===== src/rtl/regfile_pkg.sv =====
// regfile_pkg: destination code map shared by the bus source mux and the destination register file
package regfile_pkg;
  localparam int unsigned DATA_W = 32;
  localparam int unsigned NREG = 24;
  localparam logic [4:0] DEST_R0 = 5'd0, DEST_R1 = 5'd1, DEST_R2 = 5'd2, DEST_R3 = 5'd3;
  localparam logic [4:0] DEST_R4 = 5'd4, DEST_R5 = 5'd5, DEST_R6 = 5'd6, DEST_R7 = 5'd7;
  localparam logic [4:0] DEST_R8 = 5'd8, DEST_R9 = 5'd9, DEST_R10 = 5'd10, DEST_R11 = 5'd11;
  localparam logic [4:0] DEST_R12 = 5'd12, DEST_R13 = 5'd13, DEST_R14 = 5'd14, DEST_R15 = 5'd15;
  localparam logic [4:0] DEST_HI = 5'd16, DEST_LO = 5'd17, DEST_ZHI = 5'd18, DEST_ZLO = 5'd19;
  localparam logic [4:0] DEST_PC = 5'd20, DEST_MDR = 5'd21, DEST_OUTPORT = 5'd22, DEST_MAR = 5'd23;
  localparam logic [4:0] DEST_LAST_LEGAL = 5'd23;
endpackage


===== src/rtl/bus_reg.sv =====
// bus_reg: bus-width register with synchronous clear to RST and load enable
module bus_reg #(
  parameter int unsigned W = 32,
  parameter logic [W-1:0] RST = '0
) (
  input  logic         clk,
  input  logic         clr,
  input  logic         ld,
  input  logic [W-1:0] d,
  output logic [W-1:0] q
);
  always_ff @(posedge clk)
    if (clr) q <= RST;
    else if (ld) q <= d;
endmodule


===== src/rtl/bus_dest_regfile.sv =====
// bus_dest_regfile: captures the bus into R0-R15/HI/LO/Z/PC/MDR/Out_Port/MAR by destination code; REGFILE_R0_ZERO_EN hardwires R0 to zero
module bus_dest_regfile import regfile_pkg::*; #(
  parameter int unsigned DATA_W = regfile_pkg::DATA_W,
  parameter logic [DATA_W-1:0] PC_STEP = DATA_W'(1),
  parameter logic [DATA_W-1:0] PC_RESET = '0
) (
  input  logic                 clk,
  input  logic                 clr,
  input  logic [DATA_W-1:0]    bus_in,
  input  logic [4:0]           dest_sel,
  input  logic                 wr_en,
  input  logic                 pc_inc,
  input  logic                 z_load,
  input  logic [2*DATA_W-1:0]  alu_result,
  input  logic                 mdr_read,
  input  logic [DATA_W-1:0]    mem_data,
  output logic [16*DATA_W-1:0] gpr_flat,
  output logic [DATA_W-1:0]    hi_q,
  output logic [DATA_W-1:0]    lo_q,
  output logic [DATA_W-1:0]    zhi_q,
  output logic [DATA_W-1:0]    zlo_q,
  output logic [DATA_W-1:0]    pc_q,
  output logic [DATA_W-1:0]    mdr_q,
  output logic [DATA_W-1:0]    outport_q,
  output logic [DATA_W-1:0]    mar_q,
  output logic                 bad_sel
);
`ifdef REGFILE_R0_ZERO_EN
  localparam logic [NREG-1:0] WR_MASK = ~NREG'(1);
`else
  localparam logic [NREG-1:0] WR_MASK = '1;
`endif
  logic [NREG-1:0] ld;
  logic [DATA_W-1:0] pc_d, zhi_d, zlo_d, mdr_d;
  always_comb begin
    ld = wr_en ? (NREG'(1) << dest_sel) & WR_MASK : '0;
    pc_d = ld[DEST_PC] ? bus_in : pc_q + PC_STEP;
    zhi_d = z_load ? alu_result[2*DATA_W-1:DATA_W] : bus_in;
    zlo_d = z_load ? alu_result[DATA_W-1:0] : bus_in;
    mdr_d = mdr_read ? mem_data : bus_in;
  end
  for (genvar g = 0; g < 16; g++) begin : gpr
    bus_reg #(.W(DATA_W)) u_r (.clk(clk), .clr(clr), .ld(ld[g]), .d(bus_in), .q(gpr_flat[g*DATA_W +: DATA_W]));
  end
  bus_reg #(.W(DATA_W)) u_hi (.clk(clk), .clr(clr), .ld(ld[DEST_HI]), .d(bus_in), .q(hi_q));
  bus_reg #(.W(DATA_W)) u_lo (.clk(clk), .clr(clr), .ld(ld[DEST_LO]), .d(bus_in), .q(lo_q));
  bus_reg #(.W(DATA_W)) u_zhi (.clk(clk), .clr(clr), .ld(z_load | ld[DEST_ZHI]), .d(zhi_d), .q(zhi_q));
  bus_reg #(.W(DATA_W)) u_zlo (.clk(clk), .clr(clr), .ld(z_load | ld[DEST_ZLO]), .d(zlo_d), .q(zlo_q));
  bus_reg #(.W(DATA_W), .RST(PC_RESET)) u_pc (.clk(clk), .clr(clr), .ld(pc_inc | ld[DEST_PC]), .d(pc_d), .q(pc_q));
  bus_reg #(.W(DATA_W)) u_mdr (.clk(clk), .clr(clr), .ld(mdr_read | ld[DEST_MDR]), .d(mdr_d), .q(mdr_q));
  bus_reg #(.W(DATA_W)) u_out (.clk(clk), .clr(clr), .ld(ld[DEST_OUTPORT]), .d(bus_in), .q(outport_q));
  bus_reg #(.W(DATA_W)) u_mar (.clk(clk), .clr(clr), .ld(ld[DEST_MAR]), .d(bus_in), .q(mar_q));
  always_ff @(posedge clk)
    if (clr) bad_sel <= 1'b0;
    else if (wr_en && dest_sel > DEST_LAST_LEGAL) bad_sel <= 1'b1;
endmodule


===== config.mk =====
export PLATFORM = sky130hd
export DESIGN_NAME = bus_dest_regfile
export DESIGN_NICKNAME = d
export VERILOG_FILES = /design/src/rtl/regfile_pkg.sv /design/src/rtl/bus_reg.sv /design/src/rtl/bus_dest_regfile.sv
export SDC_FILE = /design/constraint.sdc
export NUM_CORES = 2
export LEC_CHECK = 0
export CAP_MARGIN = 5
export CORE_AREA = 5 5 353 355
export CTS_BUF_LIST = sky130_fd_sc_hd__clkbuf_16
export CTS_CLUSTER_DIAMETER = 120
export DETAILED_ROUTE_END_ITERATION = 8
export DIE_AREA = 0 0 358 360
export PLACE_DENSITY = 0.54
export SLEW_MARGIN = 20
export SYNTH_ARGS = -nofsm -noshare
export SYNTH_HDL_FRONTEND = slang
export SYNTH_HIERARCHICAL = 1
export SYNTH_SLANG_ARGS = --single-unit
export TNS_END_PERCENT = 20

===== constraint.sdc =====
create_clock -name clk -period 1.9 [get_ports clk]
set_input_delay 0.285 -clock clk [delete_from_list [all_inputs] [get_ports clk]]
set_output_delay 0.285 -clock clk [all_outputs]
set_load 0.05 [all_outputs]

; ---- After elaboration in Yosys (flattened, before gate mapping)
; Index checks and enable logic that the tools add are counted.
[word_totals]
regBits = 769
out_inout_bits = 769
wordCells = 38
[classes]
n_addsub = 1
order_cmp = 1
shifts = 1
muxes = 5
bitwise_logic = 4
n_reduce_logical = 1
[ops]
columns = op, n
row1 = $mux W32, 4
row2 = $add A32 B1 Y32 const B, 1
row3 = $mux W24, 1
row4 = $shl A1 B5 Y24 const A, 1
row5 = $gt A5 B5 Y1 const B, 1
row6 = $or A1 B1 Y1, 4
row7 = $logic_and A1 B1 Y1, 1

; ---- Longest topological paths before layout
[logic_depth]
depth_word = 3
mapped_depth = 9
depth_no_buf = 8

; ---- Hierarchy
; The synthesis kept the hierarchy.
[modules_own_cells]
columns = mod, n_inst, cells_per_inst, area_each_um2
row1 = bus_reg, 24, 103, 1163.6
row2 = bus_dest_regfile, 1, 413, 2326.0

; ---- Worst setup path before layout
; No wires, ideal clock.
[synth_path]
path_type = reg-to-reg
startpoint = register u_pc.q[0]
endpoint = register u_pc.q[30]
setup_ps = 128
arrival_time_ps = 2068
required_ps = 1772
setup_slack_ps = -295
stages_incl_launch_ff = 9
path_buffers = 0
synth_period_minus_slack_ps = 2195
path_cell_list = dfxtp_1 ha_1 nand3_1 nand3b_4 nor4_4 xnor2_1 o21ai_2 mux2i_1 nor2_1
[synth_between]
elab_chain_len = 2
[synth_lines]
columns = element, line
row1 = "start, declared", bus_reg.sv:10  ; output logic [W-1:0] q
row2 = "start signal, assigned", bus_reg.sv:13  ; if (clr) q <= RST;
row3 = "start signal, assigned", bus_reg.sv:14  ; else if (ld) q <= d;
row4 = $add A32 B1 Y32, bus_dest_regfile.sv:37  ; pc_d = ld[DEST_PC] ? bus_in : pc_q + PC_STEP;
row5 = $mux W32, bus_dest_regfile.sv:37
row6 = via pc_d[30], bus_dest_regfile.sv:34  ; logic [DATA_W-1:0] pc_d, zhi_d, zlo_d, mdr_d;
; The timed path passes the listed nets, and every way through them passes these cells.
; A chain may end at the register's enable or synchronous reset.

; ---- Final worst setup path
[layout_path]
startpoint = register gpr[10].u_r.q[20]
endpoint = output port gpr_flat[340]
[layout_rtl]
columns = element, line
row1 = "start, declared", bus_reg.sv:10
row2 = "start signal, assigned", bus_reg.sv:13
row3 = "start signal, assigned", bus_reg.sv:14
row4 = "end, declared", bus_dest_regfile.sv:17  ; output logic [16*DATA_W-1:0] gpr_flat,
; No word-level cell between the ends.

==> flow_metrics.env <==
export IMPL_status="finished clean"
export IMPL_final_core_util=0.359
export IMPL_pin_count=908
export IMPL_p_leak_uw=0.0184
export IMPL_grt_ovfl_total=0
export IMPL_regArea_um2=15400
export IMPL_clock_latency_ns=0.65
export IMPL_critPathTopFamily="buffers and inverters"
export IMPL_critical_path_buf_inv_count=1
export IMPL_initial_core_util=0.250
export IMPL_vdd_ir_drop_max_mv=0.602
export IMPL_tightest_slew_ns=0.769
export IMPL_antenna_found_initial=30
export IMPL_synth_seq_area_share=0.509
export IMPL_switchingPower_uw=9770
export IMPL_portBuffers=907
export IMPL_first_pass_iters=7
export IMPL_seqPwrFrac=0.446
export IMPL_hold_path_startpoint="bus_in[16]"
export IMPL_slew_headroom=0.487
export IMPL_viasPerCell=4.32
export IMPL_die_area_um2=129000
export IMPL_fp_dieW_um=358
export IMPL_ys_flop_type="dfxtp_1"
export IMPL_synth_fp_nets=3025
export IMPL_mostFrequentLayoutCell="nor2_1"
export IMPL_gp_congestion=0.827
export IMPL_grt_max_degree=60
export IMPL_syn_avg_cell_area_um2=10.5
export IMPL_max_freq_mhz=546
export IMPL_rsz0062_at_grt="false"
export IMPL_ys_warn_count=6
export IMPL_combPwrFrac=0.099
export IMPL_vias=24131
export IMPL_postRouteAntennaNets=0
export IMPL_syn_to_final_growth_pct=43.8
export IMPL_cp_slowest_cell="dlygate4sd2_1"
export IMPL_fillers=12397
export IMPL_die_h_um=360
export IMPL_grt_pass1_wl_um=182000
export IMPL_grt_pass1_vias=23474
export IMPL_whs_endpoint="gpr[11].u_r/q[16]"
export IMPL_post_route_min_period_ns=1.83
export IMPL_setup_violations_final=0
export IMPL_cts_root_buf="clkbuf_16"
export IMPL_path_max_fanout=2
export IMPL_synth_edf_count=0
export IMPL_clk_path_buf_depth=3
export IMPL_ys_types=38
export IMPL_routed_wirelength_um=131000
export IMPL_min_path_cells=3
export IMPL_drc=0
export IMPL_switching_share=0.264
export IMPL_cts_max_level=3
export IMPL_worstPathArrival_ns=1.55
export IMPL_ys_async_sr_fraction=0
export IMPL_regToRegEndpoint="u_pc/q[31]"
export IMPL_cts_tree="built"
export IMPL_post_route_period_util=0.963
export IMPL_wl_per_cell_um=23.5
export IMPL_final_cell_mix="nor2_1 (778), mux2i_1 (768), dfxtp_1 (746)"
export IMPL_path_cells="dlygate4sd2_1"
export IMPL_synthCells=2885
export IMPL_fin_tns_setup_ns=0
export IMPL_p_per_area_nw_per_um2=851
export IMPL_drtIter0Drc=1430
export IMPL_hold_viol=0
export IMPL_slowest_delay_ns=0.58
export IMPL_track_usage=0.194
export IMPL_p_clk_frac=0.455
export IMPL_clock_skew_ns=0.0249
export IMPL_critPathRequiredTime_ns=1.62
export IMPL_intPower_uw=27300
export IMPL_coreArea_um2=121000
export IMPL_syn_area_um2=30300
export IMPL_rows=128
export IMPL_cap_violations=0
export IMPL_cts_sinks=769
export IMPL_clk_pin_slew_worst_paths_ns=0.06
export IMPL_drv_slew=0
export IMPL_min_path_type="in2reg"
export IMPL_numCtsBuffers=89
export IMPL_multi_input_comb_area_um2=13000
export IMPL_synth_seq_cells=769
export IMPL_drive_above_1_share=0.180
export IMPL_final_nets=4015
export IMPL_hpwl_um=96800
export IMPL_crit_path_start_kind="register"
export IMPL_endpoint_kind="output pin"
export IMPL_rr_startpoint="u_pc/q[21]"
export IMPL_path_class="reg2out"
export IMPL_reg2reg_slack_ns=0.13
export IMPL_r2r_worst_path_cells=7
## how the worst max path moves through the flow
stage                 startpoint               end  slack (ns)  cells past startpoint
6_report       gpr[10].u_r/q[20]     gpr_flat[340]        0.07                      1
2_1_floorplan         u_pc/q[25]        u_pc/q[29]       -0.05                      7
4_1_cts          gpr[9].u_r/q[5]     gpr_flat[293]      0.0002                      1
3_3_place_gp         dest_sel[2]  gpr[2].u_r/q[11]       -0.30                      6
5_1_grt         gpr[1].u_r/q[13]      gpr_flat[45]      0.0005                      1
3_5_place_dp         dest_sel[3]        u_pc/q[16]       -0.32                      8
## Yosys cell counts (2+ instances only)
cell / number / area (um2)
nand2b_1: 36 / 225
nand4_1: 3 / 18.8
and4_1: 3 / 26.3
nor2b_1: 2 / 12.5
clkbuf_1: 90 / 338
nor3_1: 9 / 45.0
buf_6: 25 / 282
or2_2: 2 / 12.5
nor2_1: 799 / 3000
xnor2_1: 24 / 210
buf_2: 6 / 30.0
a21oi_1: 2 / 10.0
nand3_1: 10 / 50.1
mux2i_1: 768 / 7690
o21ai_1: 12 / 60.1
buf_12: 72 / 1440
mux2_2: 33 / 372
o21bai_1: 3 / 22.5
xor2_1: 6 / 52.6
and3_1: 2 / 12.5
nand2_1: 171 / 642
dfxtp_1: 769 / 15400
inv_1: 5 / 18.8
o21ai_0: 16 / 80.1
nor4_2: 4 / 50.1
## metrics by stage
step / power, uW / instance area, um2 / std cells / setup slack [ns] / hold WS, ns
after floorplan: 18800 / 30300 / 2885 / -0.0458 / 0.357
after global placement: 20700 / 41100 / 5405 / -0.296 / 0.471
after detailed placement: 20700 / 41100 / 5405 / -0.322 / 0.475
after CTS: 37600 / 43400 / 5568 / 0.000151 / 0.108
after global routing: 38400 / 43500 / 5572 / 0.000503 / 0.150
final: 37000 / 43500 / 5583 / 0.0700 / 0.171
## power by group through the flow
stage,logic (uW),registers (uW),clock network [uW]
after global placement,3810,16900,0
after detailed placement,3820,16900,0
after global routing,3880,16500,18000
after floorplan,1070,17700,0
final,3680,16500,16800
after CTS,3750,16500,17400
## area by class of cell
cell class / instances / area share
well taps: 1625 / 0.0467
multi-input cells: 1919 / 0.299
diodes: 13 / 0.000748
clock inverters: 70 / 0.0127
clock buffers: 91 / 0.0523
flip-flops and latches: 769 / 0.355
inverters: 5 / 0.000431
repair buffers: 1091 / 0.234
## cell families after synthesis
kind of cell,after synthesis,synth area share
fa+ha+maj,1,0.000414
flops,769,0.509
xor+xnor,30,0.00869
mux,801,0.266
compound gates,35,0.00620
buf+inv,198,0.0697
simple gates,1051,0.140
## layer usage
layer	up-vias	GRT usage	share of wire	routed length (um)
met5	-	0	0.0012	163
met4	24	0.0713	0.037	4910
met3	204	0.0690	0.087	11400
met2	845	0.319	0.47	61100
met1	11488	0.233	0.41	53700
li1	11570	-	-	-
## state kept, by name (all words and copies together), names as in the netlist
name and count:
gpr.u_r/q 512, u_hi/q 32, u_lo/q 32, u_mar/q 32, u_mdr/q 32, u_out/q 32
u_pc/q 32, u_zhi/q 32, u_zlo/q 32, bad_sel 1
## repair_timing
item | in CTS | in global routing
hold buffers | 2 | 0
endpoints found under the setup margin | 492 | 67
buffers inserted | 0 | 1
hold endpoints to repair | 24 | 0
cloned | 0 | 1
pin swaps | 0 | 1
resized for setup | 584 | 63
No activity file was read; power rests on OpenSTA's default activity.
==> edit: new RTL, config.mk and constraints unchanged <==
The option `REGFILE_R0_ZERO_EN` is turned on by a define.
--- a/src/rtl/bus_dest_regfile.sv
+++ b/src/rtl/bus_dest_regfile.sv
@@ -1,4 +1,6 @@
 // bus_dest_regfile: captures the bus into R0-R15/HI/LO/Z/PC/MDR/Out_Port/MAR by destination code; REGFILE_R0_ZERO_EN hardwires R0 to zero
+`define REGFILE_R0_ZERO_EN
+
 module bus_dest_regfile import regfile_pkg::*; #(
   parameter int unsigned DATA_W = regfile_pkg::DATA_W,
   parameter logic [DATA_W-1:0] PC_STEP = DATA_W'(1),
Check against the original RTL: not equivalent (Yosys sat finds a counterexample within 4 cycles, from zero or initial values).
==> edit against the original RTL <==
The flow now finishes with violations (setup timing). Setup slack lost 0.24 ns. Hold slack lost 0.094 ns. Final area increased by 1.4%. Total power grew 1.2%. Register-to-register slack lost 0.30 ns. Wire length shrank 1.8%. Area after synthesis about the same. Synthesized cell count is essentially flat. Die area stayed put. Sequential cell count is the same.
==> edit: results (changes against the original RTL) <==
Routing
  – Routed met2 length: 59.1 mm (-3.2%)
  – Via-to-Cell Ratio: 4.31 (-0.31%)
  – Total number of vias: 24151 (+0.083%)
  – Met1 routed wirelength after detailed routing: 53.9 mm (+0.46%)
  – WL met3: 11.8 mm (+3.1%)
  – DRC violation total after the first TritonRoute iteration: 1568 (+9.7%)
  – Post-DR wirelength/cell: 23.0 um (-2.2%)

Clocking
  – Worst-skew pair later-pin latency: 0.67 ns (+0.02 ns)
  – Num CTS Buffers: 90 (+1.1%)

Logic synthesis
  – Multiplexer share of the synthesized area: 0.267 (about the same)
  – Post-Synth Adder-Cell Area: 0.000414 (about the same)
  – Synthesized-area fraction occupied by ao, oa, aoi and oai cells: 0.00633 (+0.000127)
  – Post-synthesis instance total: 2886 (+0.035%)
  – Synth top area cells: dfxtp_1 51%, mux2i_1 25%, nor2_1 10%
  – Nets in the synthesized netlist: 3026 (+0.033%)
  – Post-Synth XOR/XNOR Area: 0.00869 (about the same)
  – Fraction of the yosys area taken by sequential cells: 0.509 (about the same)

Global routing
  – Number of global-route vias before repair: 24041 (+2.4%)
  – Grt met3 use: 0.0681 (-0.000911)
  – Met2 Resource Use GR: 0.310 (-0.00945)
  – GRT Resource Usage Total: 0.191 (-0.00316)
  – Routing usage on met1: 0.236 (+0.00289)
  – First-pass GRT wire length: 181 mm (-0.63%)

Placed design
  – Placed Instances: 5431 (+0.48%)
  – DPL Wire Length: 93.9 mm (-3.0%)
  – Final weighted congestion of routability-driven global placement: 0.795 (-3.8%)

Finish
  – Share of final-layout standard cells stronger than drive strength 1: 0.193 (+0.0128)
  – Number of nets in the layout: 4043 (+0.70%)
  – Count of fill cells added during filler insertion: 12397 (unchanged)

Outcome
  – Result of the run: complete, but fails checks
  – Violations in the final reports: setup timing

Power
  – Peak supply drop: 0.674 mV (+12%)
  – Switching part of the total power: 0.269 (+0.00500)
  – Cell leakage power: 18.7 nW (+1.9%)

Worst setup path
  – Maximum fanout count along the critical path: 5 (+3)
  – Arr. time, crit path: 2.61 ns (+1.06 ns)
  – Crit path max-delay cell type: or4_4

STA
  – Worst setup margin: -0.165 ns (-0.235 ns)
  – Setup TNS: -1.12 ns (-1.12 ns)
  – Relative max-transition margin: 0.474 (-0.0127)
  – Setup-failing EPs final: 12 (+12)
  – Clock Skews: 0.0223 ns (-0.00261 ns)
==> edit: final timing paths <==
check / start / cells after the start / slack [ns] / end
max: u_pc/q[13] / 7 / -0.17 / u_pc/q[19]
max reg2reg: u_pc/q[13] / 7 / -0.17 / u_pc/q[19]
min: clr / 3 / 0.08 / gpr[11].u_r/q[11]
min reg2reg: bad_sel / 2 / 0.47 / bad_sel
==> edit: critical path: cells and delay by family, from the launching register on <==
kind / cells / cell delay (ns)
flip-flops: 1 / 0.36
multiplexers: 1 / 0.14
AND/OR/NAND/NOR: 4 / 1.21
XOR/XNOR: 1 / 0.18
AO/OA/AOI/OAI: 1 / 0.07
==> edit: stage by stage <==
stage / instance area [um2] / worst slack [ns] / power (mW) / util
CTS: 44000 / -0.207 / 38.0 / 0.363
finish: 44100 / -0.165 / 37.5 / 0.364
floorplan: 30300 / -0.264 / 19.0 / -
global placement: 41500 / -1.02 / 21.0 / 0.342
global route: 44100 / -0.274 / 38.9 / 0.364
detailed placement: 41500 / -1.01 / 21.0 / 0.342
==> edit: power groups by stage <==
stage | Combinational (mW) | Clock [mW] | Sequential (mW)
final | 3.99 | 16.9 | 16.5
after CTS | 4.02 | 17.5 | 16.5
after global routing | 4.19 | 18.1 | 16.6
after global placement | 4.11 | 0 | 16.9
after floorplan | 1.15 | 0 | 17.9
after detailed placement | 4.12 | 0 | 16.9
==> edit: area by class of cell <==
class / instances / share of cell area
antenna: 7 / 0.000397
clock buffer: 94 / 0.0533
clock inverter: 68 / 0.0118
inverter: 5 / 0.000426
multi-input combinational: 1915 / 0.297
sequential: 769 / 0.350
tap: 1625 / 0.0461
timing repair buffer: 1122 / 0.241
==> edit: timing repair <==
action,CTS,global route
endpoints found under the setup margin,519,77
resized for setup,608,86
setup buffers,2,2
hold buffers,1,0
pin swaps,4,29
endpoints found under the hold margin,30,0
